### src/rtl/timer_pkg.sv
// Shared types and constants for the seconds countdown engine.
package timer_pkg;

  localparam int SEC_W       = 8;
  localparam int DEF_MAX_SEC = 239;

  typedef enum logic [1:0] {
    IDLE  = 2'd0,
    RUN   = 2'd1,
    PAUSE = 2'd2,
    DONE  = 2'd3
  } state_e;

  function automatic logic [SEC_W-1:0] clamp_sec(input logic [SEC_W-1:0] val,
                                                 input logic [SEC_W-1:0] max_val);
    return (val > max_val) ? max_val : val;
  endfunction

endpackage

### src/rtl/tick_gen.sv
// Prescaler counting 0..CLK_HZ-1 while enabled; tick_o marks the terminal count.
module tick_gen #(
  parameter int CLK_HZ = 100_000_000
) (
  input  logic clk,
  input  logic rst,
  input  logic en_i,
  input  logic clr_i,
  output logic tick_o
);

  localparam int            PW = (CLK_HZ > 1) ? $clog2(CLK_HZ) : 1;
  localparam logic [PW-1:0] TC = PW'(CLK_HZ - 1);

  logic [PW-1:0] cnt_q, cnt_d;

  always_comb begin
    cnt_d = cnt_q;
    if (clr_i) begin
      cnt_d = '0;
    end else if (en_i) begin
      cnt_d = (cnt_q == TC) ? '0 : cnt_q + 1'b1;
    end
  end

  always_ff @(posedge clk) begin
    if (rst) begin
      cnt_q <= '0;
    end else begin
      cnt_q <= cnt_d;
    end
  end

  // Combinational so the decrement lands on the same edge the prescaler wraps.
  assign tick_o = en_i && (cnt_q == TC);

endmodule

### src/rtl/countdown_timer.sv
// Seconds countdown engine (IDLE/RUN/PAUSE/DONE) feeding the mm:ss digit decoder.
// Define COUNTDOWN_EDGE_EN to treat load/start_stop/clear as levels with internal edge detect.
module countdown_timer
  import timer_pkg::*;
#(
  parameter int CLK_HZ  = 100_000_000,
  parameter int MAX_SEC = DEF_MAX_SEC
) (
  input  logic             clk,
  input  logic             rst,
  input  logic             load,
  input  logic [SEC_W-1:0] load_val,
  input  logic             start_stop,
  input  logic             clear,
  output logic [SEC_W-1:0] num,
  output logic             running,
  output logic             done
);

  localparam logic [SEC_W-1:0] MAX_NUM = SEC_W'(MAX_SEC);

  state_e           state_q, state_d;
  logic [SEC_W-1:0] num_q, num_d;
  logic             running_q, running_d;
  logic             done_q, done_d;
  logic             clr_req, load_req, ss_req;
  logic             pre_clr, run_en, tick;

`ifdef COUNTDOWN_EDGE_EN
  logic [2:0] lvl_q, prev_q, arm_q;

  // arm_q only sets once an input is seen low, so a level held through reset is not a request.
  always_ff @(posedge clk) begin
    if (rst) begin
      lvl_q  <= '0;
      prev_q <= '0;
      arm_q  <= '0;
    end else begin
      lvl_q  <= {clear, load, start_stop};
      prev_q <= lvl_q;
      arm_q  <= arm_q | ~{clear, load, start_stop};
    end
  end

  assign {clr_req, load_req, ss_req} = lvl_q & ~prev_q & arm_q;
`else
  assign {clr_req, load_req, ss_req} = {clear, load, start_stop};
`endif

  assign run_en = (state_q == RUN);

  tick_gen #(
    .CLK_HZ(CLK_HZ)
  ) u_tick_gen (
    .clk   (clk),
    .rst   (rst),
    .en_i  (run_en),
    .clr_i (pre_clr),
    .tick_o(tick)
  );

  always_ff @(posedge clk) begin
    if (rst) begin
      state_q   <= IDLE;
      num_q     <= '0;
      running_q <= 1'b0;
      done_q    <= 1'b0;
    end else begin
      state_q   <= state_d;
      num_q     <= num_d;
      running_q <= running_d;
      done_q    <= done_d;
    end
  end

  always_comb begin
    state_d = state_q;
    num_d   = num_q;
    pre_clr = 1'b0;
    if (clr_req) begin
      state_d = IDLE;
      num_d   = '0;
      pre_clr = 1'b1;
    end else if (load_req && (state_q != RUN)) begin
      state_d = IDLE;
      num_d   = clamp_sec(load_val, MAX_NUM);
      pre_clr = 1'b1;
    end else begin
      case (state_q)
        IDLE: begin
          if (ss_req && (num_q != '0)) begin
            state_d = RUN;
            pre_clr = 1'b1;
          end
        end
        RUN: begin
          // A load in RUN is ignored but still outranks start_stop in the same cycle.
          if (ss_req && !load_req) begin
            state_d = PAUSE;
          end
          if (tick && (num_q != '0)) begin
            num_d = num_q - 1'b1;
            if (num_q == 8'd1) begin
              state_d = DONE;
            end
          end
        end
        PAUSE: begin
          if (ss_req) begin
            state_d = RUN;
          end
        end
        DONE: begin
          num_d = '0;
        end
        default: begin
          state_d = IDLE;
        end
      endcase
    end
  end

  always_comb begin
    running_d = (state_d == RUN);
    done_d    = (state_d == DONE);
  end

  assign num     = num_q;
  assign running = running_q;
  assign done    = done_q;

endmodule

### config.mk
export PLATFORM = sky130hd
export DESIGN_NAME = countdown_timer
export DESIGN_NICKNAME = d
export VERILOG_FILES = /design/src/rtl/timer_pkg.sv /design/src/rtl/tick_gen.sv /design/src/rtl/countdown_timer.sv
export SDC_FILE = /design/constraint.sdc
export NUM_CORES = 1
export LEC_CHECK = 0
export CAP_MARGIN = 20
export CORE_AREA = 2 2 83 85
export DETAILED_ROUTE_END_ITERATION = 10
export DIE_AREA = 0 0 85 87
export DONT_BUFFER_PORTS = 1
export SYNTH_ARGS = -nofsm -noshare
export SYNTH_HDL_FRONTEND = slang
export SYNTH_SLANG_ARGS = --single-unit
export TNS_END_PERCENT = 10
### constraint.sdc
create_clock -name clk -period 4.9 [get_ports clk]
set_clock_uncertainty 0.05 [all_clocks]
set_input_delay 0.49 -clock clk [delete_from_list [all_inputs] [get_ports clk]]
set_output_delay 0.49 -clock clk [all_outputs]
set_load 0.005 [all_outputs]
==> results of run 1 <==
[power by group through the flow]
stage,Sequential [mW],Combinational [mW],Clock [mW]
detailed placement,0.334,0.0493,0
floorplan,0.331,0.0442,0
global route,0.327,0.0572,0.259
finish,0.326,0.0513,0.242
global placement,0.334,0.0488,0
CTS,0.326,0.0496,0.248
[layout by cell type (no fill, tap or decap), types with 2 or more instances in the layout]
cell / count
nor2_1: 47
dfxtp_1: 39
nand2_1: 21
xnor2_1: 21
inv_1: 12
nand3_1: 11
nor3_1: 11
nor4_1: 10
o21ai_0: 10
nand4_1: 7
clkbuf_8: 7
nor2b_1: 5
and4_1: 4
nor4b_1: 4
a31o_2: 4
xor2_1: 4
ha_1: 4
and2_1: 3
a31oi_1: 3
mux2i_1: 2
a21boi_0: 2
o21a_1: 2
o311a_1: 2
[worst reg2reg max path, stage by stage (launching register included)]
cell,delay [ns]
dfxtp_1,0.58
or2b_2,0.44
a21boi_0,0.56
o311ai_4,0.33
buf_8,0.24
nor2_1,0.11
[logic make-up (layout without fill, tap and decap cells)]
logic type	count (synthesis)	in the layout	synth area share, %
AO/OA/AOI/OAI	35	35	12.74
XOR/XNOR	25	25	9.949
adder cells (fa/ha/maj)	4	4	2.274
buffers and inverters	23	21	5.003
flip-flops	39	39	35.47
multiplexers	3	3	1.421
AND/OR/NAND/NOR	136	136	33.14
[per-stage QoR]
step	util, %	power (mW)	instance area, um^2
after floorplan	-	0.3754	2201
after global placement	34.04	0.3827	2236
after detailed placement	34.04	0.3832	2236
after CTS	35.56	0.6242	2336
after global routing	35.79	0.6433	2351
final	35.79	0.6201	2351
[how the worst min path moves through the flow]
stage                     slack (ns)  cells after the start                    to            startpoint
after floorplan                 0.44                      2  u_tick_gen.cnt_q[26]  u_tick_gen.cnt_q[26]
after global placement          0.47                      2  u_tick_gen.cnt_q[26]  u_tick_gen.cnt_q[26]
after detailed placement        0.47                      2   u_tick_gen.cnt_q[7]   u_tick_gen.cnt_q[7]
after CTS                       0.41                      3                num[5]           load_val[5]
after global routing            0.44                      2                num[7]           load_val[7]
final                           0.42                      3                num[5]           load_val[5]
[Yosys cell counts, types with 2 or more instances]
library cell / number / area [um^2]
ha_1: 4 / 50.05
buf_2: 4 / 20.02
nand3_1: 11 / 55.05
clkbuf_1: 4 / 15.01
a31o_2: 4 / 35.03
nor2b_1: 5 / 31.28
nand4_1: 7 / 43.79
o21a_1: 2 / 15.01
and4_1: 4 / 35.03
o21ai_0: 10 / 50.05
buf_6: 2 / 22.52
and2_1: 3 / 18.77
a21boi_0: 2 / 15.01
nor4b_1: 4 / 35.03
nand2_1: 21 / 78.83
nor2_1: 47 / 176.4
xor2_1: 4 / 35.03
xnor2_1: 21 / 183.9
o311a_1: 2 / 20.02
dfxtp_1: 39 / 780.8
inv_1: 12 / 45.04
nor4_1: 10 / 62.56
a31oi_1: 3 / 18.77
mux2i_1: 2 / 20.02
nor3_1: 11 / 55.05
[area by class of cell]
class	instances	area, um^2
Inverter	12	45.04
Timing Repair Buffer	1	15.01
Sequential cell	39	780.7
Fill cell	676	4218
Clock buffer	8	100.1
Tap cell	80	100.1
Multi-Input combinational cell	203	1310
[per-layer routing]
| layer | routed length [um] | track usage [%] | vias to the layer above |
|---|---|---|---|
| met3 | 303 | 5.308 | 4 |
| met5 | 0 | 0 | - |
| li1 | - | - | 937 |
| met2 | 2173 | 21.95 | 45 |
| met4 | 46 | 4.762 | 0 |
| met1 | 2272 | 16.84 | 884 |
[flip-flops by register name (all words and copies together), names as in the netlist]
signal and cells:
done 1, num 8, running 1, state_q 2, u_tick_gen.cnt_q 27
==> qor.txt, run 1 <==
Status: finished, final reports clean
Worst setup path category: flip-flop to flip-flop
Final setup vio count: 0
Resized cells post-CTS: 0
Reg2Reg Capture Point: u_tick_gen.cnt_q[17]
VDD IR max: 0.0001473 V
Crit path largest cell delay: 0.58 ns
RSZ-0062 raised after global routing: false
Antenna violations before repair: 0
Net switching share of the total power: 24.50%
Core region area: 0.006569 mm^2
Crit path cell chain: or2b_2 -> a21boi_0 -> o311ai_4 -> buf_8 -> nor2_1
Post-synthesis cell type count: 52
Weighted congestion reported at the end of routability-driven placement: 0.8053
Initial Util: 33.50%
CP Max Fanout: 17
Final non-filler cell total: 343
Crit end category: flip-flop
Clock latency at the later pin of the worst-skew pair: 0.29 ns
Setup crit start: state_q[0]
Worst setup endpoint: u_tick_gen.cnt_q[17]
Number of endpoints with negative hold slack in the final report: 0
Worst setup slack before clock tree synthesis: 2.403 ns
Reg power frac: 52.6%
CTS H-tree depth: 2
Clock network fraction of design power: 39.1%
Share of the yosys chip area belonging to registers: 35.47%
Number of maximum-capacitance constraint violations: 0
Cell internal power dissipation: 0.4681 mW
CP Data Arrival Time: 2.55 ns
Average vias per placed instance: 5.452
Post-detailed-route DRC marker count: 0
Top-level port count: 23
Combinational fraction of design power: 8.3%
Library cell contributing the largest single delay on the critical path: dfxtp_1
Share of synthesized flip-flops with an asynchronous set or reset: 0%
Detailed-route via count: 1870
Worst hold-check path type: primary input to flip-flop
Clock buffers created by TritonCTS: 5
Worst reg-to-reg setup slack: 2.52 ns
Chip width: 85 um
Ratio of cells with drive above 1 in the final layout: 9.125%
Remaining max-slew budget at the tightest pin: 34.82%
F_max: 0.4203 GHz
Reg-to-reg startpoint: state_q[0]
Placed wire-length estimate: 3346 um
Static leakage power: 0.7360 nW
YS warnings: 0
Cells after Synth: 265
Final setup TNS: 0 ns
DIE AREA: 0.007395 mm^2
Dpl cells: 334
Clock tree buffer depth: 2
Syn-to-layout area delta: 6.822%
Required time reported for the critical path endpoint: 5.07 ns
Worst slack on hold paths: 0.4208 ns
Overall global routing resource usage: 13.71%
Routed wire length: 4796 um
Clock sink count: 39
Critical path startpoint category: flip-flop
EDFF count, synth: 0
CTS hold repair buffers: 0
Worst Setup Slack, final: 2.521 ns
Die boundary height: 87 um
Cell area after synthesis: 0.002201 mm^2
Count of input and output buffers: 0
Largest net degree at the start of global routing: 27
Worst Reg2Reg Path Length in Cells: 5
Number of nets in the final layout: 279
Total stage count of the critical path: 5
Post-CTS Setup Inserts: 0
Power per cell area: 263.7 mW/mm^2
Residual antenna-violating net count after detailed routing: 0
Kind of cell adding the most delay to the critical path: compound AO/OA/AOI/OAI gates
Starting DRT DRC Count: 95
Bufs and invs on worst path: 1
Fin. max-slew vios: 0
Master cell of the clock root buffer: clkbuf_8
Global-route wire length before repair: 8135 um
Worst-margin pin slew: 0.9504 ns
Overall overflow remaining after global route: 0
Clk slew on worst S/H paths: 0.08 ns
Dominant synthesized flop cell: dfxtp_1
Clock period minus final worst setup slack: 2.379 ns
Seq cells post-synth: 39
TritonCTS clock tree: done
Fraction of the cycle the final worst path needs: 48.56%
Cell row count: 30
Vias in the first global route: 1738
Sw Pwr: 0.1519 mW
Average cell area after synthesis: 8.305 um^2
Syn Nets: 282
Routed len/inst: 13.98 um
Number of antenna repair diodes: 0
Number of detailed-routing iterations run before antenna repair: 4
No activity file was read; power rests on OpenSTA's default activity.
==> run 2, diff against run 1 <==
==> constraint.sdc (replaced) <==
create_clock -name clk -period 2.1 [get_ports clk]
set_clock_uncertainty 0.05 [all_clocks]
set_input_delay 0.21 -clock clk [delete_from_list [all_inputs] [get_ports clk]]
set_output_delay 0.21 -clock clk [all_outputs]
set_load 0.005 [all_outputs]
==> run 2 against run 1 <==
Sequential power up 130%. Die area did not move. Critical endpoint is now num[6]. Critical path depth increased by 3. Clock power is 130% higher.
==> qor.txt, run 2 (synthesis results as in run 1) <==
Status: finished, final reports clean
Clock latency at the later pin of the worst-skew pair: 0.29 ns
Clock period minus final worst setup slack: 2.015 ns
Reg-to-reg startpoint: u_tick_gen.cnt_q[0]
Number of nets in the final layout: 317
Dpl cells: 373
Antenna violations before repair: 0
Worst reg-to-reg setup slack: 0.09 ns
Post-CTS Setup Inserts: 0
Worst setup path category: flip-flop to flip-flop
Min-Delay Path Depth: 3
Capture endpoint of the worst hold path: num[5]
Count of input and output buffers: 0
Reg2Reg Capture Point: num[6]
Crit end category: flip-flop
Largest net degree at the start of global routing: 21
Routed len/inst: 13.11 um
Clk slew on worst S/H paths: 0.08 ns
Fraction of the cycle the final worst path needs: 95.95%
TritonCTS clock tree: done
Cell area after placement: 0.002541 mm^2
Fin. max-slew vios: 0
Master cell of the clock root buffer: clkbuf_8
Critical path startpoint category: flip-flop
Worst Setup Slack, final: 0.08509 ns
Crit path largest cell delay: 0.38 ns
Clock sink count: 39
Average vias per placed instance: 5.163
Initial Util: 33.50%
Chip width: 85 um
Finished layout cell area: 0.002663 mm^2
VDD IR max: 0.0002421 V
CP Data Arrival Time: 2.15 ns
Crit path cell chain: ha_2 -> nand2_1 -> or3_4 -> buf_6 -> nor4b_4 -> buf_4 -> a31oi_1 -> a31o_2
Overall global routing resource usage: 14.14%
Residual antenna-violating net count after detailed routing: 0
Overall power consumption: 1.464 mW
Post-detailed-route DRC marker count: 0
Worst Reg2Reg Path Length in Cells: 8
Required time reported for the critical path endpoint: 2.24 ns
CTS H-tree depth: 2
Vias in the first global route: 1851
Final setup vio count: 0
Placed wire-length estimate: 3791 um
Worst hold-check path type: primary input to flip-flop
Ratio of cells with drive above 1 in the final layout: 22.59%
Final setup TNS: 0 ns
Routed wire length: 4994 um
Final non-filler cell total: 381
Library cell contributing the largest single delay on the critical path: or3_4
Worst min-delay path startpoint: load_val[5]
CP Max Fanout: 6
Clock tree buffer depth: 2
Number of antenna repair diodes: 0
Remaining max-slew budget at the tightest pin: 63.50%
Bufs and invs on worst path: 2
Syn-to-layout area delta: 20.98%
Weighted congestion reported at the end of routability-driven placement: 0.8714
Top-level port count: 23
Power per cell area: 549.9 mW/mm^2
Starting DRT DRC Count: 73
Number of maximum-capacitance constraint violations: 0
Clock buffers created by TritonCTS: 5
Core occupancy in the finished layout: 40.53%
Global-route wire length before repair: 8342 um
Commonest cells after routing, fill and taps aside: 47 x nor2_1, 37 x dfxtp_1, 37 x buf_4, 21 x nand2_1, 21 x xnor2_1
Worst setup slack before clock tree synthesis: 0.07870 ns
Number of detailed-routing iterations run before antenna repair: 4
Worst-margin pin slew: 0.5323 ns
Worst slack on hold paths: 0.1258 ns
Cell row count: 30
Top register by number of flip-flops: u_tick_gen.cnt_q
CTS hold repair buffers: 0
Static leakage power: 0.9332 nW
Most common library cell in the layout ignoring fill and taps: nor2_1
Core region area: 0.006569 mm^2
F_max: 0.4963 GHz
Kind of cell adding the most delay to the critical path: simple AND/OR/NAND/NOR gates
Overall overflow remaining after global route: 0
Die boundary height: 87 um
Max FFs per register: 27
DIE AREA: 0.007395 mm^2
Detailed-route via count: 1967
Number of endpoints with negative hold slack in the final report: 0
==> run 2: how the worst max path moves through the flow <==
| stage | from | to | slack, ns | cells after the start |
|---|---|---|---|---|
| after floorplan | u_tick_gen.cnt_q[0] | u_tick_gen.cnt_q[16] | 0.005 | 8 |
| after global placement | u_tick_gen.cnt_q[0] | num[7] | 0.11 | 8 |
| after detailed placement | u_tick_gen.cnt_q[0] | num[6] | 0.08 | 8 |
| after global routing | u_tick_gen.cnt_q[0] | num[6] | -0.009 | 8 |
| final | u_tick_gen.cnt_q[0] | num[6] | 0.09 | 8 |
| after CTS | u_tick_gen.cnt_q[0] | num[6] | 0.05 | 8 |
==> run 2: where the power goes <==
| group | leakage, nW | internal, mW | switching [mW] | total (mW) |
|---|---|---|---|---|
| clock network | 0.0505 | 0.299 | 0.260 | 0.559 |
| registers | 0.316 | 0.747 | 0.00707 | 0.754 |
| logic | 0.567 | 0.0655 | 0.0859 | 0.151 |
| total | 0.933 | 1.11 | 0.353 | 1.46 |
==> run 2: cell type report <==
class                           count  area, um^2
Inverter                           12       45.04
Clock inverter                      1       7.507
Fill cell                         675        3906
Sequential cell                    39       783.3
Multi-Input combinational cell    203        1321
Timing Repair Buffer               39       309.0
Tap cell                           80       100.1
Clock buffer                        7       96.34
==> run 2: per-layer routing <==
layer	up-vias	wire length (um)	track usage [%]
met1	896	2240	16.31
met4	0	63	4.762
met2	55	2406	24.72
met5	-	0	0
met3	6	283	4.550
li1	1010	-	-
==> run 2: timing repair <==
item,in CTS,in global routing
resized for setup,0,6
hold endpoints to repair,0,0
setup endpoints to repair,0,4
==> run 2: worst reg2reg max path, cell delays in order (launching register included) <==
cell and delay (ns):
dfxtp_2 0.34, ha_2 0.17, nand2_1 0.07, or3_4 0.38, buf_6 0.14, nor4b_4 0.27
buf_4 0.19, a31oi_1 0.09, a31o_2 0.23
==> run 3, diff against run 2 <==
--- a/config.mk
+++ b/config.mk
@@ -10,6 +10,7 @@
 export DETAILED_ROUTE_END_ITERATION = 10
 export DIE_AREA = 0 0 85 87
 export DONT_BUFFER_PORTS = 1
+export PLACE_DENSITY_LB_ADDON = 0.05
 export SYNTH_ARGS = -nofsm -noshare
 export SYNTH_HDL_FRONTEND = slang
 export SYNTH_SLANG_ARGS = --single-unit
==> run 3 against run 2 <==
Maximum frequency increased by 0.68%. Via count barely moved. Critical path depth unchanged. Count of clock-buffer cells in the layout down 1. Wire length up 16%. Die area unchanged. Total power grew 7.5%. Sequential cell count is the same. Global-route usage is 2.4 points higher. Largest power group unchanged. Cell count increased by 1.0%. Combinational power increased by 7%. Critical endpoint is now num[7]. Worst setup slack improved by 0.014 ns.
==> qor.txt, run 3 (synthesis results as in run 1) <==
Status: finished, final reports clean
Worst reg-to-reg setup slack: 0.1 ns
Number of nets in the final layout: 321
Starting DRT DRC Count: 60
Remaining max-slew budget at the tightest pin: 73.81%
Top-level port count: 23
Global-route wire length before repair: 9632 um
Min-Delay Path Depth: 2
Clock period minus final worst setup slack: 2.001 ns
Finished layout cell area: 0.002715 mm^2
Crit path cell chain: ha_1 -> nand2_1 -> or3_4 -> buf_4 -> nor4b_4 -> buf_6 -> a31oi_1 -> a31o_2
Worst-margin pin slew: 0.3874 ns
Clock sink count: 39
Clk slew on worst S/H paths: 0.07 ns
Placed wire-length estimate: 4435 um
Max FFs per register: 27
Cell area after placement: 0.002564 mm^2
Routed wire length: 5773 um
RSZ-0062 raised after global routing: true
Most common library cell in the layout ignoring fill and taps: nor2_1
Die boundary height: 87 um
Capture endpoint of the worst hold path: num[6]
Count of input and output buffers: 0
Worst setup path category: flip-flop to flip-flop
Required time reported for the critical path endpoint: 2.24 ns
CP Max Fanout: 6
Fraction of the cycle the final worst path needs: 95.30%
Final setup vio count: 0
FILL cells: 684
TritonCTS clock tree: done
Antenna violations before repair: 0
Fin. max-slew vios: 0
Number of maximum-capacitance constraint violations: 0
Largest net degree at the start of global routing: 20
Post-detailed-route DRC marker count: 0
Reg-to-reg startpoint: u_tick_gen.cnt_q[1]
Overall global routing resource usage: 16.50%
Reg2Reg Capture Point: num[7]
Number of antenna repair diodes: 0
Crit path largest cell delay: 0.38 ns
Chip width: 85 um
Initial Util: 33.50%
CTS H-tree depth: 2
Clock tree buffer depth: 2
Static leakage power: 0.9669 nW
Worst Reg2Reg Path Length in Cells: 8
Residual antenna-violating net count after detailed routing: 0
Final non-filler cell total: 385
Commonest cells after routing, fill and taps aside: 47 x nor2_1, 41 x buf_4, 38 x dfxtp_1, 21 x nand2_1, 21 x xnor2_1
Number of detailed-routing iterations run before antenna repair: 4
Detailed-route via count: 1966
Library cell contributing the largest single delay on the critical path: or3_4
F_max: 0.4997 GHz
Ratio of cells with drive above 1 in the final layout: 23.61%
Clock latency at the later pin of the worst-skew pair: 0.29 ns
Routed len/inst: 14.99 um
Top register by number of flip-flops: u_tick_gen.cnt_q
Average vias per placed instance: 5.106
VDD IR max: 0.0002612 V
Power per cell area: 579.9 mW/mm^2
Cell row count: 30
Critical path startpoint category: flip-flop
Worst min-delay path startpoint: load_val[6]
CP Data Arrival Time: 2.14 ns
Overall overflow remaining after global route: 0
Vias in the first global route: 1986
Number of endpoints with negative hold slack in the final report: 0
Weighted congestion reported at the end of routability-driven placement: 0.7596
Master cell of the clock root buffer: clkbuf_8
Crit end category: flip-flop
Syn-to-layout area delta: 23.37%
Dpl cells: 376
Core region area: 0.006569 mm^2
Final setup TNS: 0 ns
DIE AREA: 0.007395 mm^2
Worst hold-check path type: primary input to flip-flop
Clock buffers created by TritonCTS: 5
## run 3: final cells by class
| type | instances | area, um^2 | share of cell area [%] |
|---|---|---|---|
| clock buffers | 6 | 82.58 | 3.041 |
| flip-flops and latches | 39 | 782.0 | 28.80 |
| multi-input cells | 203 | 1331 | 49.03 |
| well taps | 80 | 100.1 | 3.687 |
| repair buffers | 43 | 339.1 | 12.49 |
| inverters | 12 | 45.04 | 1.659 |
| clock inverters | 2 | 35.03 | 1.290 |
## run 3: how the worst max path moves through the flow
stage                         from              endpoint  slack [ns]
5_1_grt        u_tick_gen.cnt_q[0]                num[6]      -0.002
6_report       u_tick_gen.cnt_q[1]                num[7]         0.1
3_5_place_dp   u_tick_gen.cnt_q[0]               running        0.05
4_1_cts        u_tick_gen.cnt_q[0]               running        0.04
3_3_place_gp   u_tick_gen.cnt_q[0]                num[7]        0.08
2_1_floorplan  u_tick_gen.cnt_q[0]  u_tick_gen.cnt_q[16]       0.005
## run 3: power by group
part           internal (mW)  switching (mW)
logic                 0.0701          0.0917
clock network          0.385           0.273
registers              0.747         0.00823
## run 3: timing repair
item	4_1_cts	5_1_grt
hold buffers	0	0
resized for setup	0	6
endpoints found under the setup margin	0	37
buffers inserted	0	1
## run 3: worst max-delay path: cells and delay by family, from the launching register on
family	cells	cell delay [ns]
flip-flops	1	0.33
AND/OR/NAND/NOR	3	0.73
buffers and inverters	2	0.33
adder cells (fa/ha/maj)	1	0.16
AO/OA/AOI/OAI	2	0.30
## run 3: per-stage QoR
step | setup WS (ns) | hold WS (ns) | utilization (%) | total power [mW]
after detailed placement | 0.05256 | 0.4401 | 39.03 | 0.9343
after global routing | -0.001510 | 0.1465 | 41.33 | 1.652
after global placement | 0.08252 | 0.4458 | 39.03 | 0.9350
after floorplan | 0.004887 | 0.4152 | - | 0.8759
final | 0.09867 | 0.1453 | 41.33 | 1.574
after CTS | 0.04026 | 0.1327 | 40.82 | 1.596
## run 3: routing by layer
| metal | vias to the layer above | routed length, um | track usage, % |
|---|---|---|---|
| met5 | - | 0 | 0 |
| met3 | 11 | 209 | 3.886 |
| li1 | 1016 | - | - |
| met1 | 906 | 2463 | 18.91 |
| met4 | 0 | 102 | 5.772 |
| met2 | 33 | 2997 | 29.97 |
